[src/rtl/ps2_frame_rx.sv]
// PS/2 device-to-host receiver: pin synchronisation, clock glitch filter, and
// an 11-bit frame decoder with parity/stop checking, timeout and a ready/read handshake.
module ps2_frame_rx #(
    parameter int SYNC_STAGES    = 2,
    parameter int FILTER_LEN     = 4,
    parameter int TIMEOUT_CYCLES = 5000
) (
    input  logic       CLOCK_50,
    input  logic       reset,
    input  logic       PS2_CLK,
    input  logic       PS2_DAT,
    input  logic       read,
    output logic [7:0] scan_code,
    output logic       scan_ready,
    output logic       parity_err,
    output logic       frame_err,
    output logic       overrun
);

    localparam int TMO_W = $clog2(TIMEOUT_CYCLES + 1);
    localparam logic [TMO_W-1:0] TMO_LAST = TMO_W'(TIMEOUT_CYCLES - 1);

    typedef enum logic [1:0] {
        ST_IDLE,
        ST_DATA,
        ST_PARITY,
        ST_STOP
    } state_e;

    // ------------------------------------------------------------------
    // Input conditioning
    // ------------------------------------------------------------------
    logic [SYNC_STAGES-1:0] clk_sync_q, dat_sync_q;
    logic [FILTER_LEN-2:0]  clk_hist_q, clk_hist_d;
    logic                   filt_q, filt_d;
    logic [FILTER_LEN-1:0]  clk_window;
    logic                   clk_s, dat_s, fall;

    assign clk_s      = clk_sync_q[SYNC_STAGES-1];
    assign dat_s      = dat_sync_q[SYNC_STAGES-1];
    assign clk_window = {clk_hist_q, clk_s};

    always_comb begin
        clk_hist_d[0] = clk_s;
        for (int i = 1; i < FILTER_LEN - 1; i++) begin
            clk_hist_d[i] = clk_hist_q[i-1];
        end
    end

    always_comb begin
        filt_d = filt_q;
        if (&clk_window) begin
            filt_d = 1'b1;
        end else if (clk_window == '0) begin
            filt_d = 1'b0;
        end
    end

    // Falling edge is flagged in the cycle before filt_q drops, so the FSM
    // consumes the data sample on the same edge the filtered clock changes.
    assign fall = filt_q & (clk_window == '0);

    // NOTE: the conditioning chain resets to 1, the idle bus level, so that
    // leaving reset never looks like a falling edge.
    always_ff @(posedge CLOCK_50 or negedge reset) begin
        if (!reset) begin
            clk_sync_q <= '1;
            dat_sync_q <= '1;
            clk_hist_q <= '1;
            filt_q     <= 1'b1;
        end else begin
            // NOTE: sequential state uses non-blocking assignments so every
            // flop samples the pre-edge value of its neighbour.
            clk_sync_q <= {clk_sync_q[SYNC_STAGES-2:0], PS2_CLK};
            dat_sync_q <= {dat_sync_q[SYNC_STAGES-2:0], PS2_DAT};
            clk_hist_q <= clk_hist_d;
            filt_q     <= filt_d;
        end
    end

    // ------------------------------------------------------------------
    // Frame decoder and handshake
    // ------------------------------------------------------------------
    state_e           state_q, state_d;
    logic [2:0]       bit_cnt_q, bit_cnt_d;
    logic [7:0]       shift_q, shift_d;
    logic             par_q, par_d;
    logic [TMO_W-1:0] tmo_q, tmo_d;
    logic [7:0]       code_q, code_d;
    logic             ready_q, ready_d;
    logic             perr_q, perr_d;
    logic             ferr_q, ferr_d;
    logic             ovr_q, ovr_d;
    logic             commit;

    always_comb begin
        // NOTE: every target gets a default first, so no path can infer a latch.
        state_d   = state_q;
        bit_cnt_d = bit_cnt_q;
        shift_d   = shift_q;
        par_d     = par_q;
        tmo_d     = '0;
        perr_d    = 1'b0;
        ferr_d    = 1'b0;
        commit    = 1'b0;

        unique case (state_q)
            ST_IDLE: begin
                if (fall && !dat_s) begin
                    state_d   = ST_DATA;
                    bit_cnt_d = 3'd0;
                end
            end
            ST_DATA: begin
                if (fall) begin
                    shift_d[bit_cnt_q] = dat_s;
                    bit_cnt_d          = 3'(bit_cnt_q + 3'd1);
                    if (bit_cnt_q == 3'd7) begin
                        state_d = ST_PARITY;
                    end
                end
            end
            ST_PARITY: begin
                if (fall) begin
                    par_d   = dat_s;
                    state_d = ST_STOP;
                end
            end
            ST_STOP: begin
                if (fall) begin
                    state_d = ST_IDLE;
                    if (!dat_s) begin
                        ferr_d = 1'b1;
                    end else if (^{shift_q, par_q}) begin
                        commit = 1'b1;
                    end else begin
                        perr_d = 1'b1;
                    end
                end
            end
            default: state_d = ST_IDLE;
        endcase

        // A partial frame with no falling edge for TIMEOUT_CYCLES is aborted.
        if (state_q != ST_IDLE && !fall) begin
            if (tmo_q == TMO_LAST) begin
                state_d = ST_IDLE;
                ferr_d  = 1'b1;
            end else begin
                tmo_d = TMO_W'(tmo_q + 1'b1);
            end
        end
    end

    always_comb begin
        code_d  = code_q;
        ready_d = ready_q;
        ovr_d   = ovr_q;
        if (commit) begin
            code_d  = shift_q;
            ready_d = 1'b1;
            if (ready_q && !read) begin
                ovr_d = 1'b1;
            end
        end else if (read) begin
            ready_d = 1'b0;
        end
    end

    always_ff @(posedge CLOCK_50 or negedge reset) begin
        if (!reset) begin
            state_q   <= ST_IDLE;
            bit_cnt_q <= '0;
            shift_q   <= '0;
            par_q     <= 1'b0;
            tmo_q     <= '0;
            code_q    <= '0;
            ready_q   <= 1'b0;
            perr_q    <= 1'b0;
            ferr_q    <= 1'b0;
            ovr_q     <= 1'b0;
        end else begin
            state_q   <= state_d;
            bit_cnt_q <= bit_cnt_d;
            shift_q   <= shift_d;
            par_q     <= par_d;
            tmo_q     <= tmo_d;
            code_q    <= code_d;
            ready_q   <= ready_d;
            perr_q    <= perr_d;
            ferr_q    <= ferr_d;
            ovr_q     <= ovr_d;
        end
    end

    assign scan_code  = code_q;
    assign scan_ready = ready_q;
    assign parity_err = perr_q;
    assign frame_err  = ferr_q;
    assign overrun    = ovr_q;

endmodule

[config.mk]
export PLATFORM = sky130hd
export DESIGN_NAME = ps2_frame_rx
export DESIGN_NICKNAME = d
export VERILOG_FILES = /design/src/rtl/ps2_frame_rx.sv
export SDC_FILE = /design/constraint.sdc
export NUM_CORES = 1
export LEC_CHECK = 0
export ABC_AREA = 1
export CAP_MARGIN = 20
export CELL_PAD_IN_SITES_DETAIL_PLACEMENT = 0
export CELL_PAD_IN_SITES_GLOBAL_PLACEMENT = 1
export CORE_UTILIZATION = 48
export CTS_CLUSTER_DIAMETER = 40
export CTS_CLUSTER_SIZE = 40
export DETAILED_ROUTE_END_ITERATION = 6
export PLACE_DENSITY_LB_ADDON = 0.15
export SETUP_SLACK_MARGIN = 0.3
export SLEW_MARGIN = 20
export SYNTH_ARGS = -nofsm -noshare
export SYNTH_HDL_FRONTEND = slang
export SYNTH_SLANG_ARGS = --single-unit
[constraint.sdc]
create_clock -name CLOCK_50 -period 2.5 [get_ports CLOCK_50]
set_input_delay 0.625 -clock CLOCK_50 [delete_from_list [all_inputs] [get_ports CLOCK_50]]
set_output_delay 0.625 -clock CLOCK_50 [all_outputs]
set_load 0.05 [all_outputs]
==> run_results.csv, run 1 <==
group,metric,value,unit
layout,fillers,408,
layout,antenna_cells,0,
sta,slew_viol_final,0,
power,ir_drop,0.284,mV
power,swShare,30.6,%
place,numPortBuffers,16,
place,place_area,0.00254,mm^2
yosys,avgSynthCellArea,8.80,um^2
place,globalplace.congestion,0.771,
place,dp_hpwl,3260,um
clock_tree,ctsHtreeMaxLevel,2,
setup_path,cp-end-kind,"output pin",
clock_tree,cts_resized,0,
routing,drc_errors,0,
setup_path,required,1.88,ns
clock_tree,clock_latency,0.31,ns
floorplan,placementRows,24,
setup_path,critPathLaunch,"scan_code[5]",
grt,antenna_found_initial,0,
setup_path,r2r_cells,8,
setup_path,path_delay_family,"buffers and inverters",
outcome,status,"finished clean",
floorplan,start_util,51.4,%
setup_path,path_buf_inv,1,
yosys,yosys.area_share.simple,31.8,%
layout,fin_area,0.00263,mm^2
yosys,yosys_warnings,0,
sta,slew_headroom,60.0,%
yosys,ys_seq_area_share,51.3,%
setup_path,cp_max_fo,2,
power,p_seq_share,54.2,%
yosys,synthAdderAreaFrac,1.62,%
run,cap_violations,0,
yosys,ys_seq_elements,47,
layout,finalNetCount,295,
sta,rsz0062_at_grt,"false",
floorplan,die-area,0.00510,mm^2
setup_path,crit_cells,1,
yosys,synth_compound_area_share,7.36,%
setup_path,arrival,1.49,ns
yosys,ys_types,32,
layout,postLayoutCoreUtil,58.4,%
yosys,synth_top_family_by_area,"simple AND/OR/NAND/NOR gates",
yosys,syn-num-nets,271,
sta,finClkSkew,0.0137,ns
setup_path,crit_slowest_cell,"clkdlybuf4s50_1",
routing,drtIter0Drc,80,
setup_path,r2r_end,"tmo_q[12]",
yosys,synth.cell_area,0.00231,mm^2
setup_path,path_class,"reg2out",
power,intPower,0.00109,W
clock_tree,cts-root-buf,"clkbuf_8",
layout,multi_input_area,987,um^2
yosys,synthMuxAreaShare,0,%
sta,tns,0,ns
grt,grt.total_usage,19.2,%
power,clockPowerShare,29.9,%
power,p_leak,1.24,nW
layout,syn_to_final_growth,13.7,%
setup_path,worstSetupEndpoint,"scan_code[5]",
sta,finalSetupViolations,0,
routing,vias_per_cell,4.96,
power,p_switching,0.000480,W
routing,route.vias.total,1687,
floorplan,fp.dieH,71.4,um
routing,drt-pass1-iter-count,4,
grt,overflow,0,
yosys,synth_cells,263,
floorplan,io_pins,17,
setup_path,cpPeakStageDelay,0.81,ns
floorplan,coreArea,0.00450,mm^2
yosys,synth-xor-area-share,1.89,%
setup_path,cp_cell_sequence,"clkdlybuf4s50_1",
sta,worst_pin_slew,0.601,ns
layout,layout-drive-gt1-share,20.1,%
grt,grt_pass1_wl,7470,um
clock_tree,postCtsSetupRepairBufs,0,
setup_path,timing.reg2reg.setup_slack,1.00,ns
clock_tree,numClockSinks,47,
power,power_frac_comb,15.8,%
routing,wire_per_inst,12.7,um
clock_tree,hold_buffers,0,
routing,final_antenna_net_count,0,
sta,period_minus_slack,2.11,ns
clock_tree,clockBufferDepth,2,
grt,grt_pass1_vias,1591,
power,p_per_area,597,mW/mm^2
layout,seq_area,0.00119,mm^2
setup_path,rr_startpoint,"tmo_q[0]",
clock_tree,cts_tree,"built",
clock_tree,clkSlewWorstSetupHoldPaths,0.10,ns
clock_tree,cts_made_buffers,5,
grt,grt_max_degree,48,
floorplan,die_x,71.4,um
sta,fmax,0.474,GHz
setup_path,start_kind,"register",
routing,wl,4320,um
min_path,hold_path.class,"reg2reg",
sta,hold_viol_final,0,
sta,fin_crit_sh,84.5,%
-- Yosys cell counts --
cell | n | area [um^2]
nor2_8 | 1 | 20.0
o21ai_2 | 1 | 8.76
dfstp_2 | 8 | 210
or2_2 | 1 | 6.26
dfrtp_1 | 39 | 976
nor3_1 | 4 | 20.0
a31oi_1 | 3 | 18.8
nand2_4 | 3 | 33.8
nor3_2 | 1 | 10.0
a21boi_1 | 1 | 7.51
nand3_4 | 2 | 35.0
nand3_2 | 6 | 60.1
clkinv_4 | 1 | 8.76
nand2_2 | 9 | 56.3
nor3b_1 | 1 | 7.51
o21ai_1 | 6 | 30.0
ha_1 | 3 | 37.5
nor2_1 | 21 | 78.8
nor2_4 | 2 | 22.5
a21oi_2 | 1 | 8.76
and3_2 | 1 | 7.51
a21oi_1 | 12 | 60.1
o21bai_2 | 1 | 11.3
o21ai_0 | 5 | 25.0
nand4_1 | 3 | 18.8
nor2_2 | 4 | 25.0
nor4_1 | 2 | 12.5
xor2_1 | 5 | 43.8
nand2_1 | 67 | 251
inv_2 | 7 | 26.3
nand3_1 | 14 | 70.1
inv_1 | 28 | 105
-- power groups by stage --
stage          sequential (W)  clock, W  combinational, W
2_1_floorplan        0.000856         0          0.000195
3_3_place_gp         0.000866         0          0.000247
3_5_place_dp         0.000867         0          0.000252
4_1_cts              0.000853  0.000487          0.000252
5_1_grt              0.000861  0.000516          0.000290
6_report             0.000852  0.000470          0.000248
-- cells by family after synthesis --
| group | after synthesis |
|---|---|
| and+or+nand+nor | 142 |
| DFF | 47 |
| adders and majority gates | 3 |
| AOI/OAI and AO/OA | 30 |
| buffers and inverters | 36 |
| xor gates and xnor gates | 5 |
-- through the flow --
stage | hold slack (ns) | worst slack (ns) | total power, W | cells
2_1_floorplan | 0.329 | 1.17 | 0.00105 | 263
3_3_place_gp | 0.346 | 0.748 | 0.00111 | 332
3_5_place_dp | 0.348 | 0.720 | 0.00112 | 332
4_1_cts | 0.362 | 0.387 | 0.00159 | 340
5_1_grt | 0.364 | 0.346 | 0.00167 | 340
6_report | 0.359 | 0.388 | 0.00157 | 340
-- how the worst min path moves through the flow --
stage | startpoint | depth (start not counted) | to
after floorplan | reset | 0 | bit_cnt_q[0]
after global placement | clk_sync_q[0] | 0 | clk_sync_q[1]
after detailed placement | dat_sync_q[0] | 0 | dat_sync_q[1]
after CTS | dat_sync_q[0] | 0 | dat_sync_q[1]
after global routing | dat_sync_q[0] | 0 | dat_sync_q[1]
final | dat_sync_q[0] | 0 | dat_sync_q[1]
-- worst reg2reg max path, cell delays in order (launching register included) --
cell,delay (ns)
dfrtp_1,0.38
ha_1,0.17
nand2_1,0.10
nor2_2,0.12
nand3_1,0.14
nor2_2,0.17
nand4_1,0.12
o21ai_1,0.14
a21oi_1,0.05
-- area by class of cell --
| type | count | area share, % |
|---|---|---|
| Multi-Input combinational cell | 180 | 37.5 |
| Clock buffer | 6 | 2.76 |
| Clock inverter | 2 | 0.618 |
| Sequential cell | 47 | 45.1 |
| Tap cell | 52 | 2.47 |
| Timing Repair Buffer | 17 | 6.18 |
| Inverter | 36 | 5.33 |
-- routing by layer --
layer	routed length (um)	share of wire (%)	up-vias	GRT usage, %
met3	102	2.4	2	4.64
li1	-	-	886	-
met4	17	0.39	0	4.00
met2	1930	45	20	28.6
met5	0	0	-	0
met1	2270	52	779	28.5
-- registers in the layout (all words and copies together) (netlist names) --
| name | cells |
|---|---|
| shift_q | 8 |
| par_q | 1 |
| overrun | 1 |
| clk_hist_q | 3 |
| parity_err | 1 |
| scan_code | 8 |
| tmo_q | 13 |
| frame_err | 1 |
| filt_q | 1 |
| state_q | 2 |
| clk_sync_q | 2 |
| scan_ready | 1 |
| bit_cnt_q | 3 |
| dat_sync_q | 2 |
-- cell usage in the layout (no fill, tap or decap), drive strengths merged, types with 3 or more instances in the layout --
cell           count
dfrtp             39
xor2               5
ha                 3
nor3               5
clkbuf             6
a31oi              3
dfstp              8
a21oi             13
inv               36
nand2             79
nand4              3
clkdlybuf4s50     15
nor2              28
nand3             22
o21ai             12
Note: power is estimated with default switching activity, not from simulation.
==> run 2, diff against run 1 <==
- CORE_UTILIZATION: 48 -> 40
- clock period: 2.5 -> 1.8 ns (I/O delays scaled with it)
==> run_results.csv, run 2 (synthesis results as in run 1) <==
group,metric,value,unit
grt,overflow,0,
floorplan,die-area,0.00609,mm^2
floorplan,start_util,41.8,%
setup_path,path_class,"reg2reg",
setup_path,rr_startpoint,"tmo_q[0]",
power,p_leak,1.39,nW
setup_path,arrival,1.67,ns
clock_tree,cts_tree,"built",
routing,wire_per_inst,11.5,um
layout,fin_area,0.00289,mm^2
clock_tree,cts-root-buf,"clkbuf_8",
place,pre_cts_ws,0.318,ns
routing,drt-pass1-iter-count,4,
sta,fmax,0.680,GHz
grt,met2_usage,23.2,%
layout,syn_to_final_growth,25.1,%
layout,layout_common_cells,"nand2_1 (59), dfrtp_1 (37), buf_4 (28), inv_1 (25), nor2_1 (17)",
layout,largest_register,"tmo_q",
sta,slew_headroom,79.4,%
routing,wl,4340,um
clock_tree,clockBufferDepth,2,
clock_tree,clkSlewWorstSetupHoldPaths,0.10,ns
layout,layout-drive-gt1-share,36.4,%
layout,largest_reg_flops,13,
floorplan,io_pins,17,
sta,rsz0062_at_grt,"true",
power,swShare,31.1,%
clock_tree,hold_buffers,0,
place,place_area,0.00256,mm^2
layout,fillers,530,
power,p_seq_share,50.4,%
sta,fin_crit_sh,81.8,%
grt,antenna_found_initial,0,
power,clockPowerShare,29.1,%
sta,hold_viol_final,0,
floorplan,die_x,78.1,um
setup_path,cp_max_fo,3,
layout,final_common_cell,"nand2_1",
place,globalplace.congestion,0.735,
layout,multi_input_area,0.00111,mm^2
floorplan,fp.dieH,78.1,um
power,total_power,0.00231,W
sta,tns,0,ns
setup_path,required,2.00,ns
grt,grt_pass1_vias,1600,
sta,worst_pin_slew,0.307,ns
grt,grt.total_usage,15.4,%
layout,postLayoutCoreUtil,52.2,%
clock_tree,cts_made_buffers,5,
layout,finalNetCount,312,
routing,route.vias.total,1752,
outcome,status,"finished clean",
grt,grt.met1_usage,22.2,%
sta,finClkSkew,0.00643,ns
grt,globalRouteMet3Util,3.84,%
place,numPortBuffers,16,
sta,period_minus_slack,1.47,ns
routing,vias_per_cell,4.65,
power,p_per_area,797,mW/mm^2
setup_path,cp-end-kind,"register",
setup_path,start_kind,"register",
floorplan,placementRows,27,
run,cap_violations,0,
power,intPower,0.00159,W
grt,grt.busiest_layer,"met2",
sta,finalSetupViolations,0,
min_path,hold_path.class,"in2async",
layout,antenna_cells,0,
sta,finalWorstSetupSlack,0.328,ns
grt,grt_max_degree,48,
power,power_frac_comb,20.5,%
routing,final_antenna_net_count,0,
place,dp_hpwl,3040,um
clock_tree,ctsHtreeMaxLevel,2,
clock_tree,clock_latency,0.30,ns
floorplan,coreArea,0.00554,mm^2
power,ir_drop,0.415,mV
layout,seq_area,0.00119,mm^2
power,p_switching,0.000718,W
clock_tree,numClockSinks,47,
routing,drtIter0Drc,93,
sta,slew_viol_final,0,
grt,grt_pass1_wl,7350,um
setup_path,critPathLaunch,"tmo_q[0]",
routing,drc_errors,0,
-- run 2: cell count changes in the layout (fill, tap and decap cells not counted), moves of 4 or more --
cell / before / now
clkdlybuf4s50_1: 15 / 3
nor2_1: 21 / 17
nand2_2: 9 / 16
buf_4: 1 / 28
nand3_4: 2 / 6
nand2_1: 67 / 59
-- run 2: area by class of cell --
cell class	instances	share of cell area (%)
sequential	47	41.1
multi-input combinational	181	38.4
timing repair buffer	33	9.17
inverter	36	4.93
tap	72	3.11
clock buffer	5	2.38
clock inverter	3	0.951
-- run 2: path summary, 6_finish.rpt --
check,end,slack [ns],cells past startpoint
max,tmo_q[12],0.33,8
min,scan_ready,0.11,2
max reg2reg,tmo_q[12],0.33,8
min reg2reg,clk_sync_q[1],0.37,0
max in group asynchronous,dat_sync_q[1],1.42,2
min in group CLOCK_50,clk_sync_q[1],0.37,0
-- run 2: per-layer routing --
layer	wire, um	vias up
li1	-	928
met1	2100	786
met2	2020	33
met3	168	5
met4	43	0
met5	0	-
-- run 2: critical path, stage by stage, from the launching register on --
cell	delay, ns
dfrtp_1	0.36
ha_2	0.19
nand2_2	0.08
nor2_2	0.15
nand3_2	0.11
nor2_4	0.15
nand4_1	0.13
o21ai_1	0.15
a21oi_1	0.05
-- run 2: through the flow --
stage	std cells	hold WS [ns]
after floorplan	263	0.154
after global placement	353	0.346
after detailed placement	353	0.351
after CTS	361	0.120
after global routing	377	0.115
final	377	0.111
-- run 2: power groups by stage --
| stage | Combinational (W) | Sequential (W) | Clock (W) |
|---|---|---|---|
| 6_report | 0.000473 | 0.00116 | 0.000671 |
| 3_5_place_dp | 0.000380 | 0.00118 | 0 |
| 5_1_grt | 0.000534 | 0.00117 | 0.000745 |
| 2_1_floorplan | 0.000271 | 0.00119 | 0 |
| 3_3_place_gp | 0.000379 | 0.00118 | 0 |
| 4_1_cts | 0.000381 | 0.00116 | 0.000697 |
-- run 2: repair_timing --
action / 4_1_cts / 5_1_grt
endpoints found under the setup margin: 0 / 23
hold endpoints to repair: 0 / 0
resized for setup: 0 / 33
setup buffers: 0 / 15
==> run 3, diff against run 2 <==
- clock period: 1.8 -> 1.2 ns (I/O delays scaled with it)
==> run_results.csv, run 3 (synthesis results as in run 1) <==
group,metric,value,unit
sta,slew_viol_final,0,
layout,final_common_cell,"nand2_1",
power,ir_drop,0.674,mV
routing,vias_per_cell,4.62,
layout,fillers,438,
routing,wl,4940,um
sta,period_minus_slack,1.49,ns
power,p_per_area,1080,mW/mm^2
sta,rsz0062_at_grt,"true",
layout,postLayoutCoreUtil,66.1,%
setup_path,required,1.39,ns
place,dp_hpwl,3440,um
routing,wire_per_inst,11.6,um
routing,route.vias.total,1963,
floorplan,placementRows,27,
grt,grt_pass1_wl,8480,um
routing,final_antenna_net_count,0,
floorplan,die_x,78.1,um
sta,slew_headroom,75.2,%
setup_path,path_class,"reg2reg",
setup_path,crit_slowest_cell,"dfstp_2",
grt,grt.busiest_layer,"met2",
layout,finalNetCount,360,
routing,drtIter0Drc,59,
grt,overflow,0,
sta,worst_pin_slew,0.370,ns
grt,grt.met1_usage,25.6,%
layout,seq_area,0.00120,mm^2
grt,met2_usage,26.7,%
grt,globalRouteMet3Util,3.49,%
layout,largest_reg_flops,13,
floorplan,die-area,0.00609,mm^2
layout,multi_input_area,0.00129,mm^2
sta,fmax,0.670,GHz
clock_tree,cts-root-buf,"clkbuf_8",
floorplan,fp.dieH,78.1,um
grt,antenna_found_initial,0,
floorplan,start_util,41.8,%
sta,tns,-7.55,ns
clock_tree,ctsHtreeMaxLevel,2,
place,numPortBuffers,16,
clock_tree,cts_made_buffers,5,
setup_path,start_kind,"register",
place,globalplace.congestion,0.752,
grt,grt.total_usage,17.9,%
setup_path,cp_max_fo,5,
layout,layout-drive-gt1-share,53.8,%
layout,largest_register,"tmo_q",
sta,whs,0.362,ns
setup_path,crit_top_cell,"inv_4",
sta,finalSetupViolations,39,
floorplan,coreArea,0.00554,mm^2
sta,finClkSkew,0.00717,ns
routing,drt-pass1-iter-count,4,
sta,finalWorstSetupSlack,-0.293,ns
setup_path,path_delay_family,"flip-flops",
clock_tree,numClockSinks,47,
clock_tree,cts_tree,"built",
clock_tree,clock_latency,0.30,ns
clock_tree,clockBufferDepth,2,
setup_path,cp_cell_sequence,"nor2_2, nand2_2, nor2_4, buf_6, inv_4, nand2_4, inv_4, nand4_1, a21boi_2",
grt,grt_pass1_vias,1833,
run,cap_violations,0,
setup_path,path_buf_inv,3,
power,p_leak,1.74,nW
routing,drc_errors,0,
sta,hold_viol_final,0,
power,total_power,0.00395,W
outcome,status,"complete, but fails checks",
layout,layout_common_cells,"nand2_1 (57), buf_4 (52), dfrtp_1 (28), inv_1 (24)",
outcome,violations,"setup timing",
setup_path,arrival,1.69,ns
layout,antenna_cells,0,
min_path,hold_path.class,"reg2reg",
setup_path,cpPeakStageDelay,0.56,ns
floorplan,io_pins,17,
clock_tree,clkSlewWorstSetupHoldPaths,0.09,ns
grt,grt_max_degree,48,
layout,syn_to_final_growth,58.4,%
setup_path,cp-end-kind,"register",
sta,fin_crit_sh,124,%
[run 3: cell count changes in the layout (fill, tap and decap cells not counted), sizes merged]
cell,previous run,this run
buf,30,77
bufinv,0,1
inv,38,35
clkinv,0,3
dlygate4sd3,0,1
clkinvlp,1,0
[run 3: through the flow]
| stage | std cells | setup slack, ns | cell area, um^2 |
|---|---|---|---|
| 2_1_floorplan | 263 | -0.114 | 2420 |
| 3_3_place_gp | 398 | -0.238 | 3150 |
| 3_5_place_dp | 398 | -0.234 | 3150 |
| 4_1_cts | 418 | -0.244 | 3480 |
| 5_1_grt | 425 | -0.383 | 3660 |
| 6_report | 425 | -0.293 | 3660 |
[run 3: layout make-up]
cell class	count	share of cell area, %
multi-input combinational	181	35.2
sequential	47	32.8
timing repair buffer	81	22.4
inverter	36	4.17
tap	72	2.46
clock buffer	5	1.88
clock inverter	3	1.20
[run 3: what timing repair did]
item | CTS | global route
hold buffers | 1 | 0
setup endpoints to repair | 52 | 52
gates resized for setup | 28 | 32
gates cloned | 1 | 0
hold endpoints to repair | 39 | 0
setup buffers | 10 | 7
pin swaps | 17 | 18
[run 3: layer usage]
layer  part of all wire [%]  wire length, um
met1                     48             2390
met4                    1.6               78
met5                      0                0
met3                    4.1              205
met2                     46             2260
[run 3: path summary, 6_finish.rpt]
check / endpoint / depth (start not counted) / startpoint / slack (ns)
max reg2reg: state_q[0] / 9 / clk_hist_q[0] / -0.29
min reg2reg: dat_sync_q[1] / 0 / dat_sync_q[0] / 0.36
max in group asynchronous: filt_q / 3 / reset / 0.41
max: state_q[0] / 9 / clk_hist_q[0] / -0.29
min in group asynchronous: tmo_q[10] / 3 / reset / 0.49
min: dat_sync_q[1] / 0 / dat_sync_q[0] / 0.36
[run 3: report_power, final]
| part | internal, W | switching [W] |
|---|---|---|
| combinational | 0.000459 | 0.000572 |
| clock | 0.000621 | 0.000558 |
| sequential | 0.00168 | 0.0000611 |
